`src/rtl/ofs_pkg.sv`:
```
// Shared definitions for the operand fetch stage: operand mode codes and FSM state encoding.
package ofs_pkg;

    localparam logic [1:0] MB_RAM   = 2'd0;
    localparam logic [1:0] MB_RSVD  = 2'd1;
    localparam logic [1:0] MB_IO    = 2'd2;
    localparam logic [1:0] MB_CONST = 2'd3;

    typedef enum logic [1:0] {
        ST_IDLE     = 2'd0,
        ST_RAM_WAIT = 2'd1,
        ST_IO_WAIT  = 2'd2,
        ST_DONE     = 2'd3
    } ofs_state_e;

endpackage

```
`src/rtl/operand_fetch_stage_if.sv`:
```
// Bundles the decode-side, RAM, IO and execute-side handshakes of the operand fetch stage.
interface operand_fetch_stage_if #(
    parameter int DATA_W = 32,
    parameter int SRC_W  = 8,
    parameter int ADDR_W = 16
);
    logic                     in_valid;
    logic                     in_ready;
    logic [1:0]               in_mblock;
    logic [SRC_W-1:0]         in_source;
    logic [ADDR_W-SRC_W-1:0]  in_page;
    logic                     ram_req;
    logic [ADDR_W-1:0]        ram_address;
    logic                     ram_ack;
    logic [DATA_W-1:0]        ram_value;
    logic                     io_req;
    logic [SRC_W-1:0]         io_address;
    logic                     io_ack;
    logic [DATA_W-1:0]        io_value;
    logic                     out_valid;
    logic                     out_ready;
    logic [DATA_W-1:0]        out_value;
    logic                     out_error;

    // Surrounding pipeline, memory and devices.
    modport master (
        output in_valid, in_mblock, in_source, in_page,
        output ram_ack, ram_value, io_ack, io_value, out_ready,
        input  in_ready, ram_req, ram_address, io_req, io_address,
        input  out_valid, out_value, out_error
    );

    // The fetch stage itself.
    modport slave (
        input  in_valid, in_mblock, in_source, in_page,
        input  ram_ack, ram_value, io_ack, io_value, out_ready,
        output in_ready, ram_req, ram_address, io_req, io_address,
        output out_valid, out_value, out_error
    );
endinterface

```
`src/rtl/fetch_timeout_ctr.sv`:
```
// Wait-cycle counter shared by the RAM and IO wait states; flags the last allowed cycle.
module fetch_timeout_ctr #(
    parameter int TIMEOUT = 255
) (
    input  logic clk,
    input  logic reset_n,
    input  logic clear,
    input  logic enable,
    output logic expired
);
    localparam int CNT_W = (TIMEOUT > 0) ? (($clog2(TIMEOUT + 1) > 1) ? $clog2(TIMEOUT + 1) : 1) : 1;
    localparam logic [CNT_W-1:0] LAST = (TIMEOUT > 0) ? CNT_W'(TIMEOUT - 1) : '0;

    logic [CNT_W-1:0] cnt_q, cnt_d;

    always_comb begin
        cnt_d = cnt_q;
        if (clear) begin
            cnt_d = '0;
        end else if (enable) begin
            cnt_d = cnt_q + CNT_W'(1);
        end
    end

    always_ff @(posedge clk) begin
        if (!reset_n) begin
            cnt_q <= '0;
        end else begin
            cnt_q <= cnt_d;
        end
    end

    // Expires in the cycle whose missing ack would bring the count up to TIMEOUT.
    assign expired = (TIMEOUT > 0) && enable && (cnt_q == LAST);

endmodule

```
`src/rtl/operand_fetch_stage.sv`:
```
// Operand fetch stage: one request at a time from RAM, an input device or the constant path, registered result.
module operand_fetch_stage
    import ofs_pkg::*;
#(
    parameter int DATA_W  = 32,
    parameter int SRC_W   = 8,
    parameter int ADDR_W  = 16,
    parameter int TIMEOUT = 255
) (
    input logic               clk,
    input logic               reset_n,
    operand_fetch_stage_if.slave bus
);
    ofs_state_e        state_q, state_d;
    logic              in_ready_q, in_ready_d;
    logic              ram_req_q, ram_req_d;
    logic              io_req_q, io_req_d;
    logic              out_valid_q, out_valid_d;
    logic              out_error_q, out_error_d;
    logic [DATA_W-1:0] out_value_q, out_value_d;
    logic [ADDR_W-1:0] ram_address_q, ram_address_d;
    logic [SRC_W-1:0]  io_address_q, io_address_d;

    logic wait_ack;
    logic tmo_enable;
    logic tmo_expired;

    assign wait_ack   = ((state_q == ST_RAM_WAIT) && bus.ram_ack) ||
                        ((state_q == ST_IO_WAIT)  && bus.io_ack);
    assign tmo_enable = ((state_q == ST_RAM_WAIT) || (state_q == ST_IO_WAIT)) && !wait_ack;

    // Held clear while idle so every wait state starts counting from zero.
    fetch_timeout_ctr #(.TIMEOUT(TIMEOUT)) u_timeout (
        .clk     (clk),
        .reset_n (reset_n),
        .clear   (state_q == ST_IDLE),
        .enable  (tmo_enable),
        .expired (tmo_expired)
    );

    always_comb begin
        state_d       = state_q;
        ram_req_d     = ram_req_q;
        io_req_d      = io_req_q;
        out_valid_d   = out_valid_q;
        out_error_d   = out_error_q;
        out_value_d   = out_value_q;
        ram_address_d = ram_address_q;
        io_address_d  = io_address_q;
        case (state_q)
            ST_IDLE: begin
                if (bus.in_valid && in_ready_q) begin
                    case (bus.in_mblock)
                        MB_RAM: begin
                            state_d       = ST_RAM_WAIT;
                            ram_req_d     = 1'b1;
                            ram_address_d = {bus.in_page, bus.in_source};
                        end
                        MB_IO: begin
                            state_d      = ST_IO_WAIT;
                            io_req_d     = 1'b1;
                            io_address_d = bus.in_source;
                        end
                        MB_CONST: begin
                            state_d     = ST_DONE;
                            out_valid_d = 1'b1;
                            out_value_d = DATA_W'(bus.in_source);
                            out_error_d = 1'b0;
                        end
                        default: begin
                            state_d     = ST_DONE;
                            out_valid_d = 1'b1;
                            out_value_d = '0;
                            out_error_d = 1'b1;
                        end
                    endcase
                end
            end
            ST_RAM_WAIT: begin
                if (bus.ram_ack) begin
                    state_d     = ST_DONE;
                    ram_req_d   = 1'b0;
                    out_valid_d = 1'b1;
                    out_value_d = bus.ram_value;
                    out_error_d = 1'b0;
                end else if (tmo_expired) begin
                    state_d     = ST_DONE;
                    ram_req_d   = 1'b0;
                    out_valid_d = 1'b1;
                    out_value_d = '0;
                    out_error_d = 1'b1;
                end
            end
            ST_IO_WAIT: begin
                if (bus.io_ack) begin
                    state_d     = ST_DONE;
                    io_req_d    = 1'b0;
                    out_valid_d = 1'b1;
                    out_value_d = bus.io_value;
                    out_error_d = 1'b0;
                end else if (tmo_expired) begin
                    state_d     = ST_DONE;
                    io_req_d    = 1'b0;
                    out_valid_d = 1'b1;
                    out_value_d = '0;
                    out_error_d = 1'b1;
                end
            end
            ST_DONE: begin
                if (bus.out_ready) begin
                    state_d     = ST_IDLE;
                    out_valid_d = 1'b0;
                end
            end
            default: state_d = ST_IDLE;
        endcase
        in_ready_d = (state_d == ST_IDLE);
    end

    always_ff @(posedge clk) begin
        if (!reset_n) begin
            state_q       <= ST_IDLE;
            in_ready_q    <= 1'b1;
            ram_req_q     <= 1'b0;
            io_req_q      <= 1'b0;
            out_valid_q   <= 1'b0;
            out_error_q   <= 1'b0;
            out_value_q   <= '0;
            ram_address_q <= '0;
            io_address_q  <= '0;
        end else begin
            state_q       <= state_d;
            in_ready_q    <= in_ready_d;
            ram_req_q     <= ram_req_d;
            io_req_q      <= io_req_d;
            out_valid_q   <= out_valid_d;
            out_error_q   <= out_error_d;
            out_value_q   <= out_value_d;
            ram_address_q <= ram_address_d;
            io_address_q  <= io_address_d;
        end
    end

    assign bus.in_ready    = in_ready_q;
    assign bus.ram_req     = ram_req_q;
    assign bus.ram_address = ram_address_q;
    assign bus.io_req      = io_req_q;
    assign bus.io_address  = io_address_q;
    assign bus.out_valid   = out_valid_q;
    assign bus.out_value   = out_value_q;
    assign bus.out_error   = out_error_q;

endmodule

```
`src/flat_wrapper.sv`:
```
// flat-port wrapper written by rule: the top's interface ports become plain ports
module operand_fetch_stage_flat import ofs_pkg::*;
#(
    parameter int DATA_W  = 32,
    parameter int SRC_W   = 8,
    parameter int ADDR_W  = 16,
    parameter int TIMEOUT = 255
)
  (clk, reset_n, bus_in_valid, bus_in_mblock, bus_in_source, bus_in_page, bus_ram_ack, bus_ram_value, bus_io_ack, bus_io_value, bus_out_ready, bus_in_ready, bus_ram_req, bus_ram_address, bus_io_req, bus_io_address, bus_out_valid, bus_out_value, bus_out_error);
  operand_fetch_stage_if #(.DATA_W(DATA_W), .SRC_W(SRC_W), .ADDR_W(ADDR_W)) bus_i ();
  input logic clk;
  input logic reset_n;
  input wire logic [$bits(bus_i.in_valid)-1:0] bus_in_valid;
  input wire logic [$bits(bus_i.in_mblock)-1:0] bus_in_mblock;
  input wire logic [$bits(bus_i.in_source)-1:0] bus_in_source;
  input wire logic [$bits(bus_i.in_page)-1:0] bus_in_page;
  input wire logic [$bits(bus_i.ram_ack)-1:0] bus_ram_ack;
  input wire logic [$bits(bus_i.ram_value)-1:0] bus_ram_value;
  input wire logic [$bits(bus_i.io_ack)-1:0] bus_io_ack;
  input wire logic [$bits(bus_i.io_value)-1:0] bus_io_value;
  input wire logic [$bits(bus_i.out_ready)-1:0] bus_out_ready;
  output wire logic [$bits(bus_i.in_ready)-1:0] bus_in_ready;
  output wire logic [$bits(bus_i.ram_req)-1:0] bus_ram_req;
  output wire logic [$bits(bus_i.ram_address)-1:0] bus_ram_address;
  output wire logic [$bits(bus_i.io_req)-1:0] bus_io_req;
  output wire logic [$bits(bus_i.io_address)-1:0] bus_io_address;
  output wire logic [$bits(bus_i.out_valid)-1:0] bus_out_valid;
  output wire logic [$bits(bus_i.out_value)-1:0] bus_out_value;
  output wire logic [$bits(bus_i.out_error)-1:0] bus_out_error;
  assign bus_i.in_valid = bus_in_valid;
  assign bus_i.in_mblock = bus_in_mblock;
  assign bus_i.in_source = bus_in_source;
  assign bus_i.in_page = bus_in_page;
  assign bus_i.ram_ack = bus_ram_ack;
  assign bus_i.ram_value = bus_ram_value;
  assign bus_i.io_ack = bus_io_ack;
  assign bus_i.io_value = bus_io_value;
  assign bus_i.out_ready = bus_out_ready;
  assign bus_in_ready = bus_i.in_ready;
  assign bus_ram_req = bus_i.ram_req;
  assign bus_ram_address = bus_i.ram_address;
  assign bus_io_req = bus_i.io_req;
  assign bus_io_address = bus_i.io_address;
  assign bus_out_valid = bus_i.out_valid;
  assign bus_out_value = bus_i.out_value;
  assign bus_out_error = bus_i.out_error;
  operand_fetch_stage #(.DATA_W(DATA_W), .SRC_W(SRC_W), .ADDR_W(ADDR_W), .TIMEOUT(TIMEOUT)) u_core (.clk(clk), .reset_n(reset_n), .bus(bus_i));
endmodule
```
`config.mk`:
```
export PLATFORM = sky130hd
export DESIGN_NAME = operand_fetch_stage_flat
export DESIGN_NICKNAME = d
export VERILOG_FILES = /design/src/rtl/ofs_pkg.sv /design/src/rtl/operand_fetch_stage_if.sv /design/src/rtl/fetch_timeout_ctr.sv /design/src/rtl/operand_fetch_stage.sv /design/src/flat_wrapper.sv
export SDC_FILE = /design/constraint.sdc
export NUM_CORES = 1
export LEC_CHECK = 0
export ABC_AREA = 1
export CORE_UTILIZATION = 46
export DETAILED_ROUTE_END_ITERATION = 12
export GPL_TIMING_DRIVEN = 0
export HOLD_SLACK_MARGIN = 0.03
export PLACE_DENSITY = 0.87
export SYNTH_ARGS = -nofsm -noshare
export SYNTH_HDL_FRONTEND = slang
export SYNTH_HIERARCHICAL = 1
export SYNTH_SLANG_ARGS = --single-unit
```
`constraint.sdc`:
```
create_clock -name clk -period 7 [get_ports clk]
set_input_delay 1.4 -clock clk [delete_from_list [all_inputs] [get_ports clk]]
set_output_delay 1.4 -clock clk [all_outputs]
set_load 0.02 [all_outputs]
```
# Word-level counts from Yosys, hierarchy flattened
# Index checks and enable logic that the tools add are counted.
[classes]
n_reduce_logical = 22
bitwise_logic = 1
multipliers = 0
n_lt_le_gt_ge = 0
n_eq_ne = 13
n_addsub = 1
div_mod_pow = 0
mux = 35
n_shift = 0
[op_table]
columns = ["cell", "n"]
rows = [
  ["2-to-1 mux 32 bit", 4],
  ["case mux 32 bit (3 select lines)", 1],
  ["case mux 32 bit (2 select lines)", 1],
  ["2-to-1 mux 1 bit", 17],
  ["AND reduction 3 bit", 4],
  ["2-to-1 mux 2 bit", 5],
  ["adder 8 x 1 -> 8 bit, second input constant", 1],
  ["== test 2 bit, second input constant", 4],
  ["== test 8 bit, second input constant", 1],
  ["case mux 2 bit (4 select lines)", 1],
  ["AND reduction 4 bit", 2],
  ["zero test 2 bit", 3],
  ["inequality test 2 x 1 -> 1 bit, second input constant", 3],
  ["inequality test 3 x 2 -> 1 bit, second input constant", 2],
  ["case mux 1 bit (2 select lines)", 3],
  ["logical AND 1 bit", 5],
  ["inequality test 2 bit, second input constant", 2],
  ["case mux 1 bit (4 select lines)", 1],
  ["case mux 2 bit (2 select lines)", 1],
  ["nonzero test 2 bit", 2],
  ["OR reduction 2 bit", 2],
  ["case mux 1 bit (3 select lines)", 1],
  ["nonzero test 3 bit", 1],
  ["== test 2 x 1 -> 1 bit, second input constant", 1],
  ["3 further kinds", 4],
]
[totals]
out_inout_bits = 61
romBits = 0
ff_bits = 71
word_cells = 82
mem_bits_rw = 0
latchBits = 0
n_memories = 0

# Longest topological paths before layout
[depth]
ltp_word = 10
mapped_depth = 15

# By module
# Netlist, hierarchy kept.
[modules_own_cells]
columns = ["mod", "cells_per_inst", "area_per_inst_um2", "seq_area_each_um2", "n_inst"]
rows = [
  ["operand_fetch_stage", 460, 3115.5, 1261.2, 1],
  ["fetch_timeout_ctr", 53, 379.1, 160.2, 1],
]

# Least setup slack after synthesis
# No wires, ideal clock.
[synth_path]
path_type = "input to register"
from = "input bus_ram_ack"
to = "register u_core.out_value_q[19], in the netlist u_core/bus.out_value[19]"
arrival_ps = 3176
setup_slack_ps = 3710
cell_stages = 11
setup_ps = 114
required_ps = 6886
n_path_buf = 1
cell_sequence = "nand2_1 clkinv_1 nor3_1 nand4_1 nor3_1 inv_1 nand2_1 nand2_4 buf_6 nand2_1 a21oi_2"
[synth_via]
elab_chain_len = 8
word_cells_on_any_way = 9
cone_classes = "mux: 4; reduce/logical: 5"
[synth_lines]
columns = ["element", "line_no", "text"]
rows = [
  ["from (decl)", "flat_wrapper.sv:17", "input wire logic [$bits(bus_i.ram_ack)-1:0] bus_ram_ack;"],
  ["logical AND 1 bit (*)", "operand_fetch_stage.sv:28", "assign wait_ack = ((state_q == ST_RAM_WAIT) && bus.ram_ack) ||"],
  ["logical OR 1 bit (*)", "operand_fetch_stage.sv:28", ""],
  ["zero test 1 bit (*)", "operand_fetch_stage.sv:30", "assign tmo_enable = ((state_q == ST_RAM_WAIT) || (state_q == ST_IO_WAIT)) && !wait_ack;"],
  ["logical AND 1 bit (*)", "operand_fetch_stage.sv:30", ""],
  ["net u_core.tmo_enable", "operand_fetch_stage.sv:25", "logic tmo_enable;"],
  ["logical AND 1 bit (*)", "fetch_timeout_ctr.sv:34", "assign expired = (TIMEOUT > 0) && enable && (cnt_q == LAST);"],
  ["net u_core.tmo_expired", "operand_fetch_stage.sv:26", "logic tmo_expired;"],
  ["2-to-1 mux 32 bit (*)", "-", ""],
  ["2-to-1 mux 32 bit, on equally long branches", "-", ""],
  ["case mux 32 bit (3 select lines) (*)", "operand_fetch_stage.sv:50", "case (state_q)"],
  ["to (signal assigned)", "operand_fetch_stage.sv:138", "out_value_q <= out_value_d;"],
  ["to (decl)", "operand_fetch_stage.sv:20", "logic [DATA_W-1:0] out_value_q, out_value_d;"],
]
# Mark *: on every way through the listed nets, which the timed path passes. The rest lies on a longest branch.
# A chain may end at the register's enable or synchronous reset.

# Final worst setup path
[layout_path]
from = "input bus_ram_ack"
to = "register u_core.out_value_q[7], in the netlist u_core/bus.out_value[7]"
# Same word-level chain as after synthesis.

==> results.sh <==
export IMPL_holdCritPathClass="reg -> reg"
export IMPL_diodes=0
export IMPL_synth_top_family_by_area="simple AND/OR/NAND/NOR gates"
export IMPL_swShare=0.408
export IMPL_max_slew_margin=0.567
export IMPL_start_util=0.479
export IMPL_avgViaCountPerCell=5.05
export IMPL_grt_max_degree=13
export IMPL_initialDrtViolationCount=129
export IMPL_area_growth_pct=52.0
export IMPL_utilization=0.729
export IMPL_maxCapViolCount=0
export IMPL_clockPowerShare=0.208
export IMPL_worstSetupPathType="in -> reg"
export IMPL_drt_pass1_iterations=4
export IMPL_drt_total_wl_um=10500
export IMPL_slowest_stage="nor3_1"
export IMPL_max_freq_mhz=243
export IMPL_worst_setup_path_start_kind="input port"
export IMPL_dp_slack_ns=2.57
export IMPL_grt_ovfl_total=0
export IMPL_setup_violations=0
export IMPL_cts_tree="yes"
export IMPL_synth_cell_types=28
export IMPL_crit_required_ns=7.21
export IMPL_gp_routability_congestion=0.885
export IMPL_synth_cell_area_mm2=0.00349
export IMPL_htreeDepth=3
export IMPL_synthMuxAreaShare=0
export IMPL_dieArea_mm2=0.00795
export IMPL_layout_drive_gt1_share=0.0665
export IMPL_p_comb_frac=0.486
export IMPL_ctsResizeCount=0
export IMPL_path_clk_slew_ns=0.07
export IMPL_synthCells=513
export IMPL_synthSimpleGateAreaFrac=0.324
export IMPL_whs_ns=0.460
export IMPL_avgSynthCellArea_um2=6.81
export IMPL_layout_setup_ws_ns=2.89
export IMPL_grt_antenna_before_repair=0
export IMPL_cp_max_fo=9
export IMPL_ys_ff_latch=71
export IMPL_power_leakage_uw=0.00212
export IMPL_status="finished, final reports clean"
export IMPL_n_fill_cell=588
export IMPL_rows=31
export IMPL_end_kind="flop"
export IMPL_final_nets=766
export IMPL_seqPwrFrac=0.306
export IMPL_die_height_um=89.2
export IMPL_cp_cell_sequence="clkdlybuf4s50_1, nand2_1, clkinv_1, nor3_1, nand4_1, nor3_1, nand4_1, nand3_1, a21oi_1"
export IMPL_dp_cells=760
export IMPL_die_x_um=89.2
export IMPL_slew_violations=0
export IMPL_post_cts_setup_buffer_count=0
export IMPL_peakVddDrop_mv=0.181
export IMPL_min_period_over_period=0.588
export IMPL_fin_skew_ns=0.00794
export IMPL_power_net_switching_uw=689
export IMPL_fin_crit_ns=4.11
export IMPL_clk_insertion_delay_late_ns=0.34
export IMPL_grt_pass1_vias=3580
export IMPL_postRouteAntennaNets=0
export IMPL_hold_viol_final=0
export IMPL_design_portCount=149
export IMPL_seq_area_frac_synth=0.407
export IMPL_drc=0
export IMPL_postCtsHoldBufs=0
export IMPL_slowest_delay_ns=0.62
export IMPL_via_count=3917
export IMPL_rsz0062_at_grt="no"
export IMPL_p_int_uw=1000
export IMPL_cp_arrival_ns=4.33
export IMPL_port_buffers=148
export IMPL_cts_buffers=9
export IMPL_wl_per_cell_um=13.5
export IMPL_layout_cells_non_filler=776
export IMPL_synth_nets=607
export IMPL_fp_coreArea_mm2=0.00729
export IMPL_tightest_slew_ns=0.644
export IMPL_cts_root_buf="clkbuf_8"
export IMPL_grt_pass1_wl_um=15500
export IMPL_track_usage=0.251
export IMPL_power_per_cell_area_mw_per_mm2=318
export IMPL_yosys_warnings=6
export IMPL_clk_path_buf_depth=2
export IMPL_synth_xor_xnor_area_share=0
export IMPL_cts_sinks=71
export IMPL_dp_hpwl_um=7990
export IMPL_tns_ns=0
export IMPL_synth_fa_ha_area_frac=0.0215
export IMPL_synth_compound_area_frac=0.157
## logic make-up (layout without fill, tap and decap cells)
kind of cell	Yosys count	count (layout)
and+or+nand+nor	265	265
DFF	71	71
adders and majority gates	6	6
AOI/OAI and AO/OA	104	104
buffers and inverters	67	231
## power groups by stage
stage	registers (uW)	clock network (uW)	logic, uW
floorplan	590	0	453
global placement	521	0	797
detailed placement	524	0	812
CTS	516	358	818
global route	525	375	889
finish	516	352	821
## worst max-delay path, delay by kind of cell
kind	cells	cell delay [ns]
simple gates	6	2.09
buf+inv	2	0.75
compound gates	1	0.08
## stage by stage
stage	area [um^2]	power (uW)
after floorplan	3490	1040
after global placement	5100	1320
after detailed placement	5100	1340
after CTS	5310	1690
after global routing	5310	1790
final	5310	1690
## metal layers
| layer | share of wire | track usage |
|---|---|---|
| met1 | 0.40 | 0.260 |
| met2 | 0.49 | 0.465 |
| met3 | 0.099 | 0.0794 |
| met4 | 0.017 | 0.110 |
| met5 | 0 | 0 |
## cells in the final DEF, fill, tap and decap left out
master and count:
dfxtp_1 71, nor2_1 66, nand2_4 3, nand2_2 4, inv_2 2, nor3_4 2
nand4_1 3, clkbuf_1 9, a21oi_2 3, bufinv_16 2, clkdlybuf4s50_1 148, nor2b_1 1
nand3_1 33, o211ai_1 1, o21ai_0 56, buf_6 8, o21ai_1 1, a22oi_1 1
inv_1 43, clkinv_2 2, nor2_8 1, nor3_1 2, a21oi_4 1, nor2_2 1
a31oi_1 1, clkinv_1 2, clkbuf_8 9, nor2_4 1, a21oi_1 40, nand2_1 148
clkinvlp_4 2, ha_1 6, buf_2 4
## state kept, by name, indices dropped and copies added (netlist names)
| signal | cells |
|---|---|
| u_core/bus.in_ready | 1 |
| u_core/bus.io_req | 1 |
| u_core/bus.io_address | 8 |
| u_core/bus.ram_address | 16 |
| u_core/u_timeout/cnt_q | 8 |
| u_core/bus.out_error | 1 |
| u_core/bus.out_value | 32 |
| u_core/bus.out_valid | 1 |
| u_core/bus.ram_req | 1 |
| u_core/state_q | 2 |
## layout make-up
| type | count | area [um^2] | area share |
|---|---|---|---|
| repair buffers | 148 | 1480 | 0.279 |
| clock buffers | 10 | 128 | 0.0240 |
| well taps | 99 | 124 | 0.0233 |
| inverters | 47 | 176 | 0.0332 |
| multi-input cells | 375 | 1760 | 0.331 |
| flip-flops and latches | 71 | 1420 | 0.268 |
| plain buffers | 20 | 140 | 0.0264 |
| clock inverters | 6 | 85.1 | 0.0160 |
## cell usage after synthesis
cell type | number | area, um^2
nand2_1 | 148 | 556
dfxtp_1 | 71 | 1420
nor2_1 | 66 | 248
o21ai_0 | 56 | 280
inv_1 | 43 | 161
a21oi_1 | 40 | 200
nand3_1 | 33 | 165
buf_6 | 8 | 90.1
clkbuf_1 | 8 | 30.0
ha_1 | 6 | 75.1
buf_2 | 4 | 20.0
nand2_2 | 4 | 25.0
a21oi_2 | 3 | 26.3
nand2_4 | 3 | 33.8
nand4_1 | 3 | 18.8
clkinv_1 | 2 | 7.51
inv_2 | 2 | 7.51
nor3_1 | 2 | 10.0
nor3_4 | 2 | 32.5
a21oi_4 | 1 | 16.3
a22oi_1 | 1 | 7.51
a31oi_1 | 1 | 6.26
nor2_2 | 1 | 6.26
nor2_4 | 1 | 11.3
nor2_8 | 1 | 20.0
nor2b_1 | 1 | 6.26
o211ai_1 | 1 | 7.51
o21ai_1 | 1 | 5.00
## path summary, 6_finish.rpt
check | from | endpoint | slack (ns) | cells past startpoint
hold reg to reg | u_core/bus.out_value[12]$_SDFFE_PN0P_ | u_core/bus.out_value[12]$_SDFFE_PN0P_ | 0.46 | 2
hold / removal | u_core/bus.out_value[12]$_SDFFE_PN0P_ | u_core/bus.out_value[12]$_SDFFE_PN0P_ | 0.46 | 2
setup / recovery | bus_ram_ack | u_core/bus.out_value[7]$_SDFFE_PN0P_ | 2.89 | 9
setup reg to reg | u_core/state_q[1]$_SDFF_PN0_ | u_core/bus.out_value[7]$_SDFFE_PN0P_ | 3.65 | 10
(Power assumes the default switching activity.)
==> patch 1: new RTL, config.mk and constraints unchanged <==
Encoding of `ofs_state_e`: now one-hot (4 bits for 4 states).
--- a/src/rtl/ofs_pkg.sv
+++ b/src/rtl/ofs_pkg.sv
@@ -8,7 +8,7 @@
 
-    typedef enum logic [1:0] {
-        ST_IDLE     = 2'd0,
-        ST_RAM_WAIT = 2'd1,
-        ST_IO_WAIT  = 2'd2,
-        ST_DONE     = 2'd3
+    typedef enum logic [3:0] {
+        ST_IDLE     = 4'b0001,
+        ST_RAM_WAIT = 4'b0010,
+        ST_IO_WAIT  = 4'b0100,
+        ST_DONE     = 4'b1000
     } ofs_state_e;
Formal check against the unedited RTL: same outputs for any inputs over 4 cycles, from zero or initial values and one cycle with reset_n low; so few cycles prove little.
==> patch 1 against the original RTL <==
- final area increased by 14%
- count of clock-buffer cells in the layout decreased by 1
- register-to-register slack improved by 0.28 ns
- synthesized cell count increased by 31%
- worst setup slack got worse by 0.39 ns
- clock skew about the same
- largest cell class unchanged
- maximum frequency decreased by 8.7%
- critical path type unchanged
- sequential cell count increased by 2
- sequential share of layout area decreased by 2.5 points
- wire length increased by 34%
- hold slack improved by 0.0086 ns
- cell count increased by 21%
- synthesized area increased by 20%
Power is not compared: it rests on default switching activity, and its combinational part moved more than twofold at a synthesized area within 25%.
==> patch 1: results (changes against the original RTL) <==
- Clk_skew: 0.00809 ns (+0.000151 ns)
- Iter 0 DRT Violations: 444 (+240%)
- Met3 WL: 1.20 mm (+16%)
- Metal2 WL: 6.93 mm (+36%)
- Global-route wire length before repair: 22.7 mm (+46%)
- Routed via count: 5,156 (+32%)
- Arr. time, crit path: 4.76 ns (+0.43 ns)
- Top post-synthesis cells by area: dfxtp_1, nor2_1, o21ai_0, nand2_1, inv_1
- Total wire length: 14.1 mm (+34%)
- Critical R2R Launch: u_core/state_q[2]$_SDFF_PN0_
- Crit path launch: bus_io_ack
- Final #Nets: 919 (+20%)
- DP Cell Count: 926 (+22%)
- DR pass1 iterations: 7 (+3)
- Post-DP Area: 5810 µm² (+14%)
- Non-Filler Instances: 942 (+21%)
- FF-to-FF path depth: 15 (+5)
- Dpl hpwl: 10.6 mm (+33%)
- Max FO, Critical Path: 10 (+1)
- Power Total: 1.23 mW
- Met2 usage: 51.2% (+4.7 points)
- Worst R2R End: u_core/bus.out_value[5]$_SDFFE_PN0P_
- Synth cell count leaders: nor2_1, o21ai_0, nand2_1
- R2R setup slack: 3.93 ns (+0.28 ns)
- Syn_nets: 760 (+25%)
- Slew HR: 57.0% (+0.32 points)
- Syn Inst Count: 670 (+31%)
- Outcome: finished clean
- WHS Endpoint: u_core/u_timeout/cnt_q[4]$_SDFFE_PP0P_
[patch 1: worst max-delay path, stage by stage]
cell,delay [ns]
clkdlybuf4s50_1,0.48
inv_1,0.12
buf_2,0.22
clkbuf_1,0.37
nand2_1,0.10
nand2_1,0.21
nand4_1,0.12
nor3_1,0.52
buf_2,0.33
inv_1,0.12
buf_2,0.21
nand2_1,0.11
nand2_1,0.06
o211ai_1,0.12
o21ai_0,0.12
nor2_1,0.11
nor2_1,0.05
[patch 1: cell type report]
cell class | instances | area, µm²
Clock buffer | 9 | 124
Tap cell | 108 | 135
Inverter | 54 | 203
Multi-Input combinational cell | 506 | 2350
Sequential cell | 73 | 1460
Timing Repair Buffer | 148 | 1480
Clock inverter | 7 | 98.8
Fill cell | 765 | 2730
Buffer | 37 | 181
[patch 1: cells by family (layout without fill, tap and decap cells)]
logic type      count (synthesis)  in the layout  synth area share (%)
compound gates                176            176                  21.7
flops                          73             73                  34.9
buf+inv                        91            255                  9.16
simple gates                  328            328                  33.7
fa+ha+maj                       2              2                 0.597
==> patch 2: new RTL, config.mk and constraints unchanged <==
Without the edit above. `TIMEOUT` is set to 255 in 3 places; all go to 510.
--- a/src/rtl/fetch_timeout_ctr.sv
+++ b/src/rtl/fetch_timeout_ctr.sv
@@ -2,3 +2,3 @@
 module fetch_timeout_ctr #(
-    parameter int TIMEOUT = 255
+    parameter int TIMEOUT = 510
 ) (
--- a/src/rtl/operand_fetch_stage.sv
+++ b/src/rtl/operand_fetch_stage.sv
@@ -7,3 +7,3 @@
     parameter int ADDR_W  = 16,
-    parameter int TIMEOUT = 255
+    parameter int TIMEOUT = 510
 ) (
--- a/src/flat_wrapper.sv
+++ b/src/flat_wrapper.sv
@@ -6,3 +6,3 @@
     parameter int ADDR_W  = 16,
-    parameter int TIMEOUT = 255
+    parameter int TIMEOUT = 510
 )
Function: no difference found for any inputs over 4 cycles, from zero or initial values and one cycle with reset_n low; that may be too few to reach the edited logic, so the function may still have changed.
==> patch 2 against the original RTL <==
- sequential cell count rose by 1
- worst setup slack got worse by 0.49 ns
- synthesized area increased by 2.0%
- first-iteration DRC count is 22% lower
- power shrank 2.2%
- wire length is 1.3% lower
- final area is 0.75% higher
- non-clock buffer count is the same
- critical path type unchanged
- highest routed layer unchanged
==> patch 2: results (changes against the original RTL) <==
- Register area share after synthesis: 40.4% (-0.22 points)
- DP Cell Count: 769 (+1.2%)
- Synth cell count leaders: nand2_1, dfxtp_1, nor2_1
- Clk_skew: 0.00717 ns (-0.000768 ns)
- Peak VDD IR: 179 µV (-1.0%)
- Total wire length: 10.3 mm (-1.3%)
- Largest register FFs: 32 (unchanged)
- Outcome: finished clean
- Global-route wire length before repair: 16.9 mm (+8.8%)
- LEAKAGE: 2.13 nW (+0.52%)
- DR pass1 iterations: 5 (+1)
- Layout cells sized above 1: 7.29% (+0.64 points)
- Metal2 WL: 4.97 mm (-2.1%)
- Vias in the first global route: 3,712 (+3.7%)
- Clock latency at the later pin of the worst-skew pair: 0.36 ns (+0.02 ns)
- Total global-route track usage: 25.6% (+0.44 points)
- Met1 Routed Length: 4.27 mm (+2.6%)
- Final Wtd Congestion: 0.923 (+4.4%)
- Final #Nets: 775 (+1.2%)
- Top post-synthesis cells by area: dfxtp_1, nand2_1, o21ai_0, nor2_1, a21oi_1
- Dpl hpwl: 7.98 mm (-0.14%)
- Filler cells: 571 (-2.9%)
- Iter 0 DRT Violations: 100 (-22%)
- Post-DP Area: 5170 µm² (+1.3%)
- Slew HR: 44.6% (-12 points)
- Vias/cell: 4.95 (-1.9%)
- Arr. time, crit path: 4.85 ns (+0.52 ns)
- Mapped Avg Cell Area: 6.83 µm² (+0.21%)
- Largest net degree at the start of global routing: 16 (+3)
- Non-Filler Instances: 785 (+1.2%)
## patch 2: per-layer routing
layer	up-vias	GRT usage (%)
met4	0	9.95
met5	-	0
li1	1982	-
met3	13	8.12
met1	1741	28.1
met2	153	45.6
## patch 2: final cells by class
class                           instances  area share (%)
Multi-Input combinational cell        379            33.5
Timing Repair Buffer                  148            27.7
Sequential cell                        72            26.9
Inverter                               51            3.58
Buffer                                 20            2.62
Clock buffer                            9            2.31
Tap cell                               99            2.31
Clock inverter                          7            1.12
## patch 2: worst paths after layout
kind,startpoint,to,slack [ns],depth (start not counted)
min reg2reg,u_core/bus.out_value[30]$_SDFFE_PN0P_,u_core/bus.out_value[30]$_SDFFE_PN0P_,0.46,2
min,u_core/bus.out_value[30]$_SDFFE_PN0P_,u_core/bus.out_value[30]$_SDFFE_PN0P_,0.46,2
max,bus_ram_ack,u_core/bus.ram_req$_SDFFE_PN0P_,2.39,11
max reg2reg,u_core/state_q[1]$_SDFF_PN0_,u_core/bus.ram_req$_SDFFE_PN0P_,3.14,12
## patch 2: kinds of logic after synthesis
kind of cell / count (synthesis) / share of synthesized area [%]
DFF: 72 / 40.4
buffers and inverters: 71 / 9.31
AOI/OAI and AO/OA: 107 / 15.8
and+or+nand+nor: 266 / 32.3
adders and majority gates: 6 / 2.11
## patch 2: through the flow
stage | worst slack (ns) | util [%] | total power [mW]
6_report | 2.39 | 72.6 | 1.65
2_1_floorplan | 3.34 | - | 1.05
3_5_place_dp | 2.05 | 70.1 | 1.34
3_3_place_gp | 2.17 | 70.1 | 1.33
5_1_grt | 2.12 | 72.6 | 1.76
4_1_cts | 2.43 | 72.6 | 1.66
## patch 2: worst max-delay path, cell delays in order
cell and delay (ns):
clkdlybuf4s50_1 0.45, nand2_1 0.25, clkinv_1 0.29, nor3_1 0.72, nand2_1 0.20, nor4b_1 0.77
inv_1 0.20, nand3_1 0.13, nand4_1 0.13, o21ai_0 0.25, nor2_1 0.06
## patch 2: power breakdown
group | leakage (nW) | switching (mW) | internal, mW
sequential | 0.584 | 0.0449 | 0.477
clock | 0.0848 | 0.176 | 0.135
combinational | 1.46 | 0.490 | 0.330
